<file path="src/rtl/seq_decoder_if.sv">
`default_nettype none
// ============================================================================
//  Module      : seq_decoder_if
//  Description : Signal bundle between the model-machine sequencer and the
//                rest of the controller/datapath.
//                Sequencer inputs : bus_in, alu_cf, alu_zf, cf_en, zf_en,
//                                   in_valid, out_ready
//                Sequencer outputs: ir, sm, op_hot, z, c, io_wait, halted,
//                                   io_timeout
//                modport master = sequencer side, modport slave = environment.
//  Revision    : 1.0 - initial release
// ============================================================================
interface seq_decoder_if;
  logic [7:0]  bus_in;      // RAM data bus, instruction byte in FETCH
  logic        alu_cf;      // ALU/shifter carry out
  logic        alu_zf;      // ALU zero result
  logic        cf_en;       // carry-flag load enable
  logic        zf_en;       // zero-flag load enable
  logic        in_valid;    // IN handshake: input device has data
  logic        out_ready;   // OUT handshake: output device can accept data

  logic [7:0]  ir;          // instruction register
  logic        sm;          // phase: 0 = FETCH, 1 = EXEC/HALTED
  logic [15:0] op_hot;      // one-hot instruction lines, index = ir[7:4]
  logic        z;           // zero flag
  logic        c;           // carry flag
  logic        io_wait;     // EXEC stalled on an I/O handshake
  logic        halted;      // HALT executed
  logic        io_timeout;  // sticky: an I/O handshake was abandoned

  modport master (
    input  bus_in, alu_cf, alu_zf, cf_en, zf_en, in_valid, out_ready,
    output ir, sm, op_hot, z, c, io_wait, halted, io_timeout
  );

  modport slave (
    output bus_in, alu_cf, alu_zf, cf_en, zf_en, in_valid, out_ready,
    input  ir, sm, op_hot, z, c, io_wait, halted, io_timeout
  );
endinterface
`default_nettype wire

</file>
<file path="src/rtl/seq_decoder.sv">
`default_nettype none
// ============================================================================
//  Module      : seq_decoder
//  Description : Sequencing half of the model-machine controller. Runs the
//                FETCH/EXEC cycle, holds the instruction register and the
//                carry/zero flags, and emits the phase bit plus one-hot
//                instruction lines. IN/OUT stall on device handshakes with
//                an optional timeout; HALT latches until reset.
//  Ports       : clk   - system clock, rising edge
//                rst_n - synchronous active-low reset
//                bus   - seq_decoder_if.master (data bus, ALU flags, flag
//                        enables, I/O handshakes in; ir, sm, op_hot, flags,
//                        io_wait, halted, io_timeout out)
//  Parameters  : IO_TIMEOUT - max EXEC wait cycles on an I/O handshake,
//                             0 = wait forever (legal 0..65535)
//  Revision    : 1.0 - initial release
// ============================================================================
module seq_decoder #(
  parameter int unsigned IO_TIMEOUT = 0
) (
  input  wire logic     clk,
  input  wire logic     rst_n,
  seq_decoder_if.master bus
);

  // --------------------------------------------------------------------------
  // Constants
  // --------------------------------------------------------------------------
  localparam logic [1:0] c_st_fetch  = 2'd0;
  localparam logic [1:0] c_st_exec   = 2'd1;
  localparam logic [1:0] c_st_halted = 2'd2;

  localparam logic [3:0] c_op_nop  = 4'h0;
  localparam logic [3:0] c_op_in   = 4'h1;
  localparam logic [3:0] c_op_out  = 4'h2;
  localparam logic [3:0] c_op_halt = 4'hF;

  localparam logic [15:0] c_timeout    = IO_TIMEOUT[15:0];
  localparam bit          c_timeout_en = (IO_TIMEOUT != 0);

  localparam logic [15:0] c_hot_nop  = 16'h0001;
  localparam logic [15:0] c_hot_halt = 16'h8000;

  // --------------------------------------------------------------------------
  // Registers
  // --------------------------------------------------------------------------
  logic [1:0]  r_state;
  logic [7:0]  r_ir;
  logic        r_z;
  logic        r_c;
  logic        r_io_timeout;
  logic [15:0] r_wait_cnt;

  // --------------------------------------------------------------------------
  // Combinational signals
  // --------------------------------------------------------------------------
  logic [1:0]  w_state_next;
  logic [3:0]  w_opcode;
  logic        w_in_exec;
  logic        w_is_io;
  logic        w_hs_done;
  logic        w_timeout_hit;
  logic        w_issue;      // EXEC cycle that executes the instruction
  logic        w_abandon;    // EXEC cycle that gives up on an I/O handshake
  logic        w_stall;      // EXEC cycle that waits on an I/O handshake
  logic        w_sm;
  logic [15:0] w_op_hot;
  logic        w_io_wait;
  logic        w_halted;

  assign w_opcode  = r_ir[7:4];
  assign w_in_exec = (r_state == c_st_exec);
  assign w_is_io   = (w_opcode == c_op_in) || (w_opcode == c_op_out);

  // Only the handshake belonging to the current opcode matters.
  assign w_hs_done = ((w_opcode == c_op_in)  && bus.in_valid) ||
                     ((w_opcode == c_op_out) && bus.out_ready);

  // A completing handshake wins over the timeout in the same cycle.
  assign w_timeout_hit = c_timeout_en && (r_wait_cnt == c_timeout);

  assign w_issue   = w_in_exec && (!w_is_io || w_hs_done);
  assign w_abandon = w_in_exec && w_is_io && !w_hs_done && w_timeout_hit;
  assign w_stall   = w_in_exec && w_is_io && !w_hs_done && !w_timeout_hit;

  // --------------------------------------------------------------------------
  // FSM: state register
  // --------------------------------------------------------------------------
  always_ff @(posedge clk) begin
    if (!rst_n) begin
      r_state <= c_st_fetch;
    end else begin
      r_state <= w_state_next;
    end
  end

  // --------------------------------------------------------------------------
  // FSM: next-state logic
  // --------------------------------------------------------------------------
  always_comb begin
    w_state_next = r_state;
    case (r_state)
      c_st_fetch: begin
        w_state_next = c_st_exec;
      end
      c_st_exec: begin
        if (w_issue) begin
          w_state_next = (w_opcode == c_op_halt) ? c_st_halted : c_st_fetch;
        end else if (w_abandon) begin
          w_state_next = c_st_fetch;
        end else begin
          w_state_next = c_st_exec;
        end
      end
      c_st_halted: begin
        // Only reset leaves HALTED.
        w_state_next = c_st_halted;
      end
      default: begin
        w_state_next = c_st_fetch;
      end
    endcase
  end

  // --------------------------------------------------------------------------
  // FSM: output logic
  // --------------------------------------------------------------------------
  always_comb begin
    w_sm      = 1'b0;
    w_op_hot  = 16'h0000;
    w_io_wait = 1'b0;
    w_halted  = 1'b0;
    case (r_state)
      c_st_fetch: begin
        w_sm = 1'b0;
      end
      c_st_exec: begin
        w_sm = 1'b1;
        if (w_issue) begin
          w_op_hot = 16'h0001 << w_opcode;
        end else if (w_abandon) begin
          // The skipped I/O instruction is replaced by a NOP pulse.
          w_op_hot = c_hot_nop;
        end else begin
          // All-zero op_hot with sm = 1 tells the generator to do nothing.
          w_io_wait = 1'b1;
        end
      end
      c_st_halted: begin
        w_sm     = 1'b1;
        w_op_hot = c_hot_halt;
        w_halted = 1'b1;
      end
      default: begin
        w_sm = 1'b0;
      end
    endcase
  end

  // --------------------------------------------------------------------------
  // Instruction register, flags, wait counter, timeout latch
  // --------------------------------------------------------------------------
  always_ff @(posedge clk) begin
    if (!rst_n) begin
      r_ir         <= 8'h00;
      r_z          <= 1'b0;
      r_c          <= 1'b0;
      r_io_timeout <= 1'b0;
      r_wait_cnt   <= 16'h0000;
    end else begin
      if (r_state == c_st_fetch) begin
        r_ir <= bus.bus_in;
      end

      // Flags load only at the end of a cycle that pulses an op_hot line,
      // so stall, FETCH and HALTED cycles never disturb them.
      if (w_issue || w_abandon) begin
        if (bus.cf_en) begin
          r_c <= bus.alu_cf;
        end
        if (bus.zf_en) begin
          r_z <= bus.alu_zf;
        end
      end

      if (w_stall) begin
        r_wait_cnt <= r_wait_cnt + 16'h0001;
      end else begin
        r_wait_cnt <= 16'h0000;
      end

      if (w_abandon) begin
        r_io_timeout <= 1'b1;
      end
    end
  end

  // --------------------------------------------------------------------------
  // Outputs
  // --------------------------------------------------------------------------
  assign bus.ir         = r_ir;
  assign bus.sm         = w_sm;
  assign bus.op_hot     = w_op_hot;
  assign bus.z          = r_z;
  assign bus.c          = r_c;
  assign bus.io_wait    = w_io_wait;
  assign bus.halted     = w_halted;
  assign bus.io_timeout = r_io_timeout;

endmodule
`default_nettype wire

</file>
<file path="src/flat_wrapper.sv">
// flat-port wrapper written by rule: the top's interface ports become plain ports
module seq_decoder_flat 
#(
  parameter int unsigned IO_TIMEOUT = 0
)
  (clk, rst_n, bus_bus_in, bus_alu_cf, bus_alu_zf, bus_cf_en, bus_zf_en, bus_in_valid, bus_out_ready, bus_ir, bus_sm, bus_op_hot, bus_z, bus_c, bus_io_wait, bus_halted, bus_io_timeout);
  seq_decoder_if bus_i ();
  input  wire logic clk;
  input  wire logic rst_n;
  input wire logic [$bits(bus_i.bus_in)-1:0] bus_bus_in;
  input wire logic [$bits(bus_i.alu_cf)-1:0] bus_alu_cf;
  input wire logic [$bits(bus_i.alu_zf)-1:0] bus_alu_zf;
  input wire logic [$bits(bus_i.cf_en)-1:0] bus_cf_en;
  input wire logic [$bits(bus_i.zf_en)-1:0] bus_zf_en;
  input wire logic [$bits(bus_i.in_valid)-1:0] bus_in_valid;
  input wire logic [$bits(bus_i.out_ready)-1:0] bus_out_ready;
  output wire logic [$bits(bus_i.ir)-1:0] bus_ir;
  output wire logic [$bits(bus_i.sm)-1:0] bus_sm;
  output wire logic [$bits(bus_i.op_hot)-1:0] bus_op_hot;
  output wire logic [$bits(bus_i.z)-1:0] bus_z;
  output wire logic [$bits(bus_i.c)-1:0] bus_c;
  output wire logic [$bits(bus_i.io_wait)-1:0] bus_io_wait;
  output wire logic [$bits(bus_i.halted)-1:0] bus_halted;
  output wire logic [$bits(bus_i.io_timeout)-1:0] bus_io_timeout;
  assign bus_i.bus_in = bus_bus_in;
  assign bus_i.alu_cf = bus_alu_cf;
  assign bus_i.alu_zf = bus_alu_zf;
  assign bus_i.cf_en = bus_cf_en;
  assign bus_i.zf_en = bus_zf_en;
  assign bus_i.in_valid = bus_in_valid;
  assign bus_i.out_ready = bus_out_ready;
  assign bus_ir = bus_i.ir;
  assign bus_sm = bus_i.sm;
  assign bus_op_hot = bus_i.op_hot;
  assign bus_z = bus_i.z;
  assign bus_c = bus_i.c;
  assign bus_io_wait = bus_i.io_wait;
  assign bus_halted = bus_i.halted;
  assign bus_io_timeout = bus_i.io_timeout;
  seq_decoder #(.IO_TIMEOUT(IO_TIMEOUT)) u_core (.clk(clk), .rst_n(rst_n), .bus(bus_i));
endmodule
</file>
<file path="config.mk">
export PLATFORM = sky130hd
export DESIGN_NAME = seq_decoder_flat
export DESIGN_NICKNAME = d
export VERILOG_FILES = /design/src/rtl/seq_decoder_if.sv /design/src/rtl/seq_decoder.sv /design/src/flat_wrapper.sv
export SDC_FILE = /design/constraint.sdc
export NUM_CORES = 1
export LEC_CHECK = 0
export ABC_CLOCK_PERIOD_IN_PS = 2750
export BUFFER_PORTS_ARGS = -buffer_cell sky130_fd_sc_hd__buf_4
export CAP_MARGIN = 40
export CORE_ASPECT_RATIO = 0.8
export CORE_MARGIN = 2
export CORE_UTILIZATION = 40
export DETAILED_ROUTE_END_ITERATION = 7
export PLACE_DENSITY = 0.76
export SYNTH_ARGS = -nofsm -noshare
export SYNTH_HDL_FRONTEND = slang
export SYNTH_SLANG_ARGS = --single-unit
</file>
<file path="constraint.sdc">
create_clock -name clk -period 2.75 [get_ports clk]
set_clock_uncertainty 0.1 [all_clocks]
set_input_delay 0 -clock clk [delete_from_list [all_inputs] [get_ports clk]]
set_output_delay 0 -clock clk [all_outputs]
set_load 0.02 [all_outputs]
</file>
==> metrics.md <==
| Metric | Value |
|---|---|
| # Max-Cap Violations | 0 |
| Synth Area in Simple Gates | 32.6% |
| CP max FO | 9 |
| Die height | 42.5 um |
| Iter 0 DRT Violations | 24 |
| WL/cell | 12.7 um |
| CTS max path bufs | 2 |
| Share of cells above drive strength 1 | 33.8% |
| Area Growth Syn to Fin | 76.5% |
| I/O pins | 46 |
| Synth Area in Compound Gates | under 10% |
| Multiplexer share of the synthesized area | 13.5% |
| Vias post-DR | 847 |
| Synth Instances | 87 |
| Measured slew at the worst slew-check pin | 0.537 ns |
| Post-synth EDFFs | 0 |
| Syn. warnings | 0 |
| Drt drc | 0 |
| Core Area | 1680 um^2 |
| Filler cells | around 100 |
| Mapped Avg Cell Area | 8.51 um^2 |
| Distinct cells, synth | 23 |
| Routed wl met3 | approximately 240 um |
| Clk slew on worst S/H paths | approximately 0.07 ns |
| Largest family of logic cells by synthesized area | simple AND/OR/NAND/NOR gates |
| TritonCTS Sinks | 12 |
| Reg area | roughly 240 um^2 |
| CTS tree | yes |
| XOR/XNOR Fraction of Synth Area | 0% |
| RSZ-0062 raised after global routing | no |
| Die X | between 50 and 60 um |
| Number of synthesized register bits | 12 |
| Final core occ | 78.0% |
| Maximum VDD drop | 270 uV |
| Vias/cell | around 4.9 |
| Worst r2r src | u_core.r_state[1] |
| Synth Area in Adders | roughly 6.8% |
| Most frequent cells in the layout | 44 x buf_4, 23 x dlygate4sd3_1, 15 x nor2_1 |
| Fmax | between 400 and 500 MHz |
| First-pass GRT wire length | 3600 um |
| Post-synth ARST share | 0% |
| Met1 Wirelength | 944 um |
| Vias in the first global route | 812 |
| Worst setup path class | reg2reg |
| Global route overflow | 0 |
| Area taken by multi-input logic gates | approximately 440 um^2 |
| Leakage | 0.649 nW |
| GPL Wtd Cong | 0.688 |
| Initial core utilization | 44.2% |
| Worst min-delay path startpoint | bus_in_valid |
| Row cnt | 13 |
| Outcome | finished, final reports clean |
| GRT Overall Usage | 21.3% |
| Crit path time final | ~2.0 ns |
| Crit path capture type | flop |
| ANT nets after route | 0 |
| Synthesized Nets | approximately 110 |
| Ant diodes | 0 |
| Crit start category | flop |
| Top sig layer | met4 |
| Largest net degree at the start of global routing | 15 |
| Final Hold Fails | 0 |
| Inserted Clock Buffers | 3 |
| Max-slew headroom | 64.2% |
| Router iterations before antenna repair | 4 |
| Met2 WL | 979 um |
| TNS Setup | 0 ns |
| Skew-Pair Late Insertion Delay | 0.27 ns |
| Sequential fraction of the synthesis area | about a third |
| Commonest non-fill, non-tap cell in the layout | buf_4 |
| Fin crit share | 73.9% |
| Final setup fails | 0 |
| H-tree Lvls | 1 |
| Hpwl dp | 1360 um |
| CP arrival | 2.09 ns |
| Slew Viols, Final | 0 |
| Die Area | roughly 2200 um^2 |
| Required @ worst endpoint | around 2.8 ns |
| Initial antenna violation count | 0 |
| Post-synth top flop | dfxtp_1 |
| NumNets Final | 173 |
| Setup Fix Bufs, Post-CTS | 0 |
| Cell Pwr Density | approximately 340 nW/um^2 |
| Mapped Area | approximately 740 um^2 |
| Crit path from | u_core.r_state[1] |
| Hold WC Path Type | in2reg |
| Buffers on Ports | 44 |
| Root Driver | clkbuf_4 |
| Total wire length | between 2000 and 2500 um |
==> cell families after synthesis <==
| family | Yosys count |
|---|---|
| flops | 12 |
| simple gates | 44 |
| other cells | 1 |
| fa+ha+maj | 4 |
| mux | 10 |
| buf+inv | 11 |
| compound gates | 5 |
==> critical path, stage by stage (launching register included) <==
cell,delay [ns]
dfxtp_1,0.34
inv_1,0.10
ha_1,0.50
mux2i_1,0.26
nor2b_1,0.06
dlygate4sd3_1,0.55
==> where the power goes <==
part	switching, mW	internal [mW]	total (mW)	leakage [nW]
logic	0.0589	0.0755	0.134	0.536
registers	0.0158	0.185	0.200	0.0991
clock network	0.0581	0.0506	0.109	0.0138
==> final cells by class <==
class	count	share of cell area (%)
multi-input combinational	64	33.5
tap	22	2.11
sequential	12	18.4
timing repair buffer	67	42.9
inverter	5	1.44
clock buffer	3	1.72
==> final timing paths <==
path / end / slack, ns / cells past startpoint
setup / recovery: u_core.bus.ir[0] / 0.72 / 5
setup reg to reg: u_core.bus.ir[0] / 0.72 / 5
hold reg to reg: u_core.r_state[1] / 0.49 / 2
hold / removal: u_core.r_state[0] / 0.23 / 5
==> layer usage <==
metal | global-route usage (%) | vias up
li1 | - | 420
met4 | 6.32 | 0
met5 | 0 | -
met1 | 26.7 | 376
met3 | 5.36 | 6
met2 | 35.4 | 45
==> flip-flops by register name, indices dropped and copies added (netlist names) <==
| signal | cells |
|---|---|
| u_core.bus.c | 1 |
| u_core.bus.ir | 8 |
| u_core.bus.z | 1 |
| u_core.r_state | 2 |
==> cells in the mapped netlist, types with 2 or more instances <==
cell	n	area [um^2]
buf_2	2	10.0
buf_6	2	22.5
dfxtp_1	12	240
ha_1	4	50.1
inv_1	5	18.8
mux2i_1	10	100
nand2_1	5	18.8
nand3_1	4	20.0
nand4b_1	2	17.5
nor2_1	15	56.3
nor2b_1	8	50.1
nor3_1	6	30.0
o21a_1	2	15.0
==> what timing repair did <==
item                      in CTS  in global routing
resized for setup              0                  0
hold buffers                  23                  0
hold endpoints to repair      12                  0
==> metrics by stage <==
stage / setup WS, ns / area, um^2 / hold slack (ns) / power (mW) / cells
finish: 0.718 / 1310 / 0.235 / 0.443 / 173
global route: 0.556 / 1310 / 0.244 / 0.462 / 173
CTS: 0.727 / 1310 / 0.225 / 0.442 / 173
detailed placement: 1.22 / 1050 / 0.166 / 0.308 / 147
global placement: 1.27 / 1050 / 0.157 / 0.306 / 147
floorplan: 1.09 / 741 / 0.0388 / 0.267 / 87
(Power assumes the default switching activity.)
